==> src/rtl/ram_port_arbiter.sv <==
// Issue stage in front of a synchronous dual-port RAM: serialises same-address
// hazards between clients A and B round-robin, and returns reads after 2 cycles.
module ram_port_arbiter #(
   parameter int DATA_W = 16,
   parameter int ADDR_W = 4,
   parameter int CNT_W  = 16
) (
   input  logic              clk,
   input  logic              rst,
   input  logic              a_valid,
   output logic              a_ready,
   input  logic              a_we,
   input  logic [ADDR_W-1:0] a_addr,
   input  logic [DATA_W-1:0] a_wdata,
   output logic              a_rvalid,
   output logic [DATA_W-1:0] a_rdata,
   input  logic              b_valid,
   output logic              b_ready,
   input  logic              b_we,
   input  logic [ADDR_W-1:0] b_addr,
   input  logic [DATA_W-1:0] b_wdata,
   output logic              b_rvalid,
   output logic [DATA_W-1:0] b_rdata,
   output logic              ram_we_a,
   output logic              ram_we_b,
   output logic [ADDR_W-1:0] ram_aadr,
   output logic [ADDR_W-1:0] ram_badr,
   output logic [DATA_W-1:0] ram_din_a,
   output logic [DATA_W-1:0] ram_din_b,
   input  logic [DATA_W-1:0] ram_dout_a,
   input  logic [DATA_W-1:0] ram_dout_b,
   output logic [CNT_W-1:0]  conflict_cnt
);

   logic              w_conflict;
   logic              w_a_acc;
   logic              w_b_acc;
   logic              r_prio;
   logic              r_rd_pend_a;
   logic              r_rd_pend_b;
   logic              r_a_rvalid;
   logic              r_b_rvalid;
   logic              r_we_a;
   logic              r_we_b;
   logic [ADDR_W-1:0] r_adr_a;
   logic [ADDR_W-1:0] r_adr_b;
   logic [DATA_W-1:0] r_din_a;
   logic [DATA_W-1:0] r_din_b;
   logic [CNT_W-1:0]  r_cnt;

   // Two reads of one address are harmless; any write to a shared address is a hazard.
   assign w_conflict = a_valid & b_valid & (a_addr == b_addr) & (a_we | b_we);
   assign a_ready    = ~w_conflict | ~r_prio;
   assign b_ready    = ~w_conflict |  r_prio;
   assign w_a_acc    = a_valid & a_ready;
   assign w_b_acc    = b_valid & b_ready;

   // NOTE: sequential state uses non-blocking assignments so every register
   // samples pre-edge values regardless of statement order.
   always_ff @(posedge clk or negedge rst) begin
      if (!rst) begin
         r_we_a      <= 1'b0;
         r_rd_pend_a <= 1'b0;
         r_adr_a     <= '0;
         r_din_a     <= '0;
      end else begin
         r_we_a      <= w_a_acc & a_we;
         r_rd_pend_a <= w_a_acc & ~a_we;
         if (w_a_acc) begin
            r_adr_a <= a_addr;
            r_din_a <= a_wdata;
         end
      end
   end

   always_ff @(posedge clk or negedge rst) begin
      if (!rst) begin
         r_we_b      <= 1'b0;
         r_rd_pend_b <= 1'b0;
         r_adr_b     <= '0;
         r_din_b     <= '0;
      end else begin
         r_we_b      <= w_b_acc & b_we;
         r_rd_pend_b <= w_b_acc & ~b_we;
         if (w_b_acc) begin
            r_adr_b <= b_addr;
            r_din_b <= b_wdata;
         end
      end
   end

   // The RAM registers its output one edge after the issue register, so the
   // read-pending flag is delayed once more to line up with ram_dout.
   always_ff @(posedge clk or negedge rst) begin
      if (!rst) begin
         r_a_rvalid <= 1'b0;
         r_b_rvalid <= 1'b0;
      end else begin
         r_a_rvalid <= r_rd_pend_a;
         r_b_rvalid <= r_rd_pend_b;
      end
   end

   // On a conflict the loser is favoured next time, so prio simply flips.
   always_ff @(posedge clk or negedge rst) begin
      if (!rst) begin
         r_prio <= 1'b0;
         r_cnt  <= '0;
      end else if (w_conflict) begin
         r_prio <= ~r_prio;
         if (r_cnt != {CNT_W{1'b1}}) r_cnt <= r_cnt + CNT_W'(1);
      end
   end

   assign ram_we_a     = r_we_a;
   assign ram_we_b     = r_we_b;
   assign ram_aadr     = r_adr_a;
   assign ram_badr     = r_adr_b;
   assign ram_din_a    = r_din_a;
   assign ram_din_b    = r_din_b;
   assign a_rvalid     = r_a_rvalid;
   assign b_rvalid     = r_b_rvalid;
   assign a_rdata      = ram_dout_a;
   assign b_rdata      = ram_dout_b;
   assign conflict_cnt = r_cnt;

endmodule

==> config.mk <==
export PLATFORM = sky130hd
export DESIGN_NAME = ram_port_arbiter
export DESIGN_NICKNAME = d
export VERILOG_FILES = /design/src/rtl/ram_port_arbiter.sv
export SDC_FILE = /design/constraint.sdc
export NUM_CORES = 1
export LEC_CHECK = 0
export BUFFER_PORTS_ARGS = -buffer_cell sky130_fd_sc_hd__buf_4
export CAP_MARGIN = 20
export CELL_PAD_IN_SITES_DETAIL_PLACEMENT = 1
export CELL_PAD_IN_SITES_GLOBAL_PLACEMENT = 1
export CORE_MARGIN = 2
export CORE_UTILIZATION = 33
export CTS_BUF_LIST = sky130_fd_sc_hd__clkbuf_8
export CTS_CLUSTER_SIZE = 24
export DETAILED_ROUTE_END_ITERATION = 8
export HOLD_SLACK_MARGIN = 0.06
export PLACE_DENSITY = 0.81
export SYNTH_ARGS = -nofsm -noshare
export SYNTH_HDL_FRONTEND = slang
export SYNTH_SLANG_ARGS = --single-unit
==> constraint.sdc <==
create_clock -name clk -period 2.65 [get_ports clk]
set_input_delay 0.6625 -clock clk [delete_from_list [all_inputs] [get_ports clk]]
set_output_delay 0.6625 -clock clk [all_outputs]
set_load 0.01 [all_outputs]
Yosys cells after proc, flatten, opt, wreduce, memory -nomap -nowiden
Index checks and enable logic that the tools add are counted.
{"block": "classes", "bitwise": 16, "eq_ne": 2, "addsub": 1, "n_reduce_logical": 1}
{"operator": "$add A16 B1 Y16 const B", "n": 1}
{"operator": "$ne A16 B16 Y1 const B", "n": 1}
{"operator": "$and A1 B1 Y1", "n": 9}
{"operator": "$eq A4 B4 Y1", "n": 1}
{"operator": "$not A1 Y1", "n": 4}
{"operator": "$or A1 B1 Y1", "n": 3}
{"operator": "$reduce_and A2 Y1", "n": 1}
{"block": "word_totals", "ff_bits": 63, "out_inout_bits": 94, "in_bits": 78, "elab_cells": 32}

Longest topological paths before layout
{"block": "depth", "word_depth": 7, "depth_mapped": 8, "ltp_nobuf": 7}

Worst setup path after synthesis
OpenSTA, ideal clock, no wires.
{"block": "synth_path", "path_kind": "input-to-reg", "start": "in b_addr[0]", "end": "reg r_adr_b[3], in the netlist ram_badr[3]", "setup_ns": 0.125, "arrival_ns": 2.368, "t_required_ns": 2.525, "path_slack_ns": 0.157, "n_path_buf": 1, "path_stages": 7, "path_cell_list": "xnor2_1 -> o2111ai_1 -> or4_4 -> nand2b_1 -> nand2_1 -> buf_2 -> mux2_2"}
{"block": "synth_between", "elab_chain_cells": 6}
{"item": "from (decl)", "line": "20", "source": "input logic [ADDR_W-1:0] b_addr,"}
{"item": "$eq A4 B4 Y1", "line": "52", "source": "assign w_conflict = a_valid & b_valid & (a_addr == b_addr) & (a_we | b_we);"}
{"item": "$and A1 B1 Y1 (2 in a row)", "line": "52"}
{"item": "$not A1 Y1", "line": "54", "source": "assign b_ready = ~w_conflict | r_prio;"}
{"item": "$or A1 B1 Y1", "line": "54"}
{"item": "via b_ready", "line": "18", "source": "output logic b_ready,"}
{"item": "$and A1 B1 Y1", "line": "56", "source": "assign w_b_acc = b_valid & b_ready;"}
{"item": "to (signal assigned)", "line": "86", "source": "r_adr_b <= b_addr;"}
{"item": "to (decl)", "line": "46", "source": "logic [ADDR_W-1:0] r_adr_b;"}
The timed path passes the listed nets, and every way through them passes these cells.
A chain may end at the register's enable or synchronous reset.

Worst setup path after layout
{"block": "layout_path", "start": "in a_addr[0]", "end": "out a_ready"}
{"block": "layout_between", "elab_chain_cells": 5}
{"item": "from (decl)", "line": "13", "source": "input logic [ADDR_W-1:0] a_addr,"}
{"item": "$eq A4 B4 Y1", "line": "52"}
{"item": "$and A1 B1 Y1 (2 in a row)", "line": "52"}
{"item": "$not A1 Y1", "line": "53", "source": "assign a_ready = ~w_conflict | ~r_prio;"}
{"item": "$or A1 B1 Y1", "line": "53"}
{"item": "to (decl)", "line": "11", "source": "output logic a_ready,"}
Every way passes these cells.

==> results.json <==
{
  "status": "complete, no violations",
  "synth.most_common_cell": "dfrtp_1",
  "slew_headroom": 0.474,
  "fillers": 894,
  "crit_type": "in2out",
  "netlist_top_cells_count": "dfrtp_1 (63), buf_4 (32), mux2_2 (22), mux2_4 (19), xnor2_1 (15)",
  "synth_area_mm2": 0.00280,
  "met1_length_mm": 2.33,
  "fin_setup_tns_ns": 0,
  "worstMarginPinSlew_ns": 0.790,
  "cts_tree": "built",
  "routed.top_layer": "met4",
  "cts.path.max_buffers": 2,
  "port_buffers": 107,
  "fmax_mhz": 382,
  "grt_antenna_before_repair": 0,
  "routed_wl_mm": 6.23,
  "dr.pass1.iters": 4,
  "start_kind": "input port",
  "cp_max_fo": 3,
  "seqCellArea_mm2": 0.00158,
  "p_per_area_mw_per_mm2": 623,
  "area_delta_synth_final_pct": 33.3,
  "setup_slack_ns": 0.0326,
  "initial_utilization": 0.341,
  "cp-end-kind": "primary output",
  "fin_total_pwr_uw": 2330,
  "dieHeight_um": 96.1,
  "maxCapViolations": 0,
  "cts_sinks": 63,
  "irDropWorstVdd_mv": 0.378,
  "drive_gt1_frac": 0.599,
  "dp_slack_ns": -0.0486,
  "die_x_um": 96.1,
  "multi_input_comb_area_um2": 957,
  "rows": 33,
  "leakagePower_uw": 0.00183,
  "avgViaCountPerCell": 4.56,
  "grt_overflow": 0,
  "route.vias.total": 1818,
  "fin_util": 0.455,
  "ant_nets": 0,
  "grt_usage": 0.138,
  "route.met3.wl_um": 427,
  "worst_skew_pair.late_latency_ns": 0.34,
  "fin_skew_ns": 0.00592,
  "synthDistinctLibCells": 23,
  "grt_first_pass_wirelength_mm": 9.52,
  "path_clk_slew_ns": 0.07,
  "wl_per_cell_um": 15.6,
  "arrival_ns": 1.95,
  "required_ns": 1.99,
  "cts_buffers": 9,
  "initialDrtViolationCount": 28,
  "cts-root-buf": "clkbuf_8",
  "hold_viol": 0,
  "synth_top_area_cell": "dfrtp_1",
  "synth-seq-cells": 63,
  "synth_edf_count": 0,
  "cts_hold_buffers": 0,
  "netlist_instances": 202,
  "die_area_mm2": 0.00924,
  "synth_top_area_share": 0.563,
  "routed-wl-met2_mm": 3.34,
  "grt_pass1_vias": 1985,
  "grt_max_degree": 64,
  "core_region_area_mm2": 0.00822,
  "hpwl_mm": 4.58,
  "num_io_pins": 172,
  "antennaDiodeCount": 0,
  "hold_slack_ns": 0.350,
  "final_nets": 368,
  "rsz0062_at_grt": "false",
  "synth_warnings": 0,
  "ys_seq_area_frac": 0.563,
  "slew_violations": 0,
  "synth_nets": 281,
  "place.gp.congestion": 0.686,
  "remaining_drc_errors": 0,
  "yosys_most_used_dff": "dfrtp_1",
  "h-tree-depth": 3,
  "fin_crit_ns": 2.62,
  "async_flop_share": 1.00,
  "period_share": 0.988,
  "synth_area_leaders": "dfrtp_1 (56%), mux2_4 (10%), mux2_2 (8.8%)",
  "hold_class": "reg2reg",
  "avgSynthCellArea_um2": 13.9,
  "finalSetupViolCount": 0
}
placed cells by master, fill, tap and decap left out:
cell	instances
buf_4	110
dfrtp_1	63
mux2_2	22
mux2_4	19
xnor2_1	14
nand2_1	10
clkbuf_8	10
and3_1	6
nand3_1	5
nand4_1	5
xor2_1	4
nor2_1	4
clkinv_2	3
nand2b_1	2
and2_1	2
clkinvlp_4	2
buf_6	2
inv_1	1
xnor2_2	1
o2111ai_2	1
or4_4	1
or2_4	1
and2_4	1
nor2b_1	1
a41oi_2	1
ha_1	1
bufinv_16	1
buf_12	1
worst paths after layout:
check / start / to / slack, ns / cells past startpoint
max reg2reg: conflict_cnt[0] / conflict_cnt[1] / 0.74 / 7
max: a_addr[0] / a_ready / 0.03 / 6
min: r_rd_pend_a / a_rvalid / 0.35 / 0
max in group asynchronous: rst / conflict_cnt[12] / 1.72 / 1
min in group asynchronous: rst / ram_din_b[0] / 0.41 / 1
min reg2reg: r_rd_pend_a / a_rvalid / 0.35 / 0
per-layer routing:
layer  vias up  global-route usage
met1       911               0.157
met4         0              0.0774
met2        66               0.226
li1        820                   -
met5         -                   0
met3        21              0.0462
final cells by class:
cell class / count / area share
Sequential cell: 63 / 0.422
Multi-Input combinational cell: 101 / 0.256
Clock inverter: 6 / 0.0161
Tap cell: 105 / 0.0352
Inverter: 1 / 0.00101
Timing Repair Buffer: 113 / 0.232
Clock buffer: 10 / 0.0369
per-stage QoR:
stage          std cells  area [µm²]
2_1_floorplan        202        2800
3_3_place_gp         382        3510
3_5_place_dp         382        3510
4_1_cts              399        3730
5_1_grt              399        3730
6_report             399        3730
power by group:
group | leakage, µW | total, µW | switching, µW | internal, µW
Sequential | 0.000779 | 1100 | 55.7 | 1050
Combinational | 0.000953 | 393 | 157 | 236
Clock | 0.0000981 | 830 | 375 | 454
Total | 0.00183 | 2330 | 588 | 1740
timing repair:
item                                    CTS  global route
resized for setup                         4             0
endpoints found under the setup margin    2             0
buffers inserted                          1             0
flip-flops by register name (all words and copies together), names as in the netlist:
register and flops:
a_rvalid 1, b_rvalid 1, conflict_cnt 16, r_prio 1, r_rd_pend_a 1, r_rd_pend_b 1
ram_aadr 4, ram_badr 4, ram_din_a 16, ram_din_b 16, ram_we_a 1, ram_we_b 1
worst max-delay path, stage by stage:
cell       delay [ns]
buf_6            0.10
xnor2_2          0.14
o2111ai_2        0.11
or4_4            0.54
or2_4            0.27
buf_6            0.12
cell families (layout without fill, tap and decap cells):
group,count (synthesis),in the layout,synth area share
adder cells (fa/ha/maj),1,1,0.00447
AO/OA/AOI/OAI,2,2,0.00893
AND/OR/NAND/NOR,38,38,0.0737
multiplexers,41,41,0.190
buffers and inverters,38,130,0.100
flip-flops,63,63,0.563
XOR/XNOR,19,19,0.0594
Power figures use the tool's default switching activity.
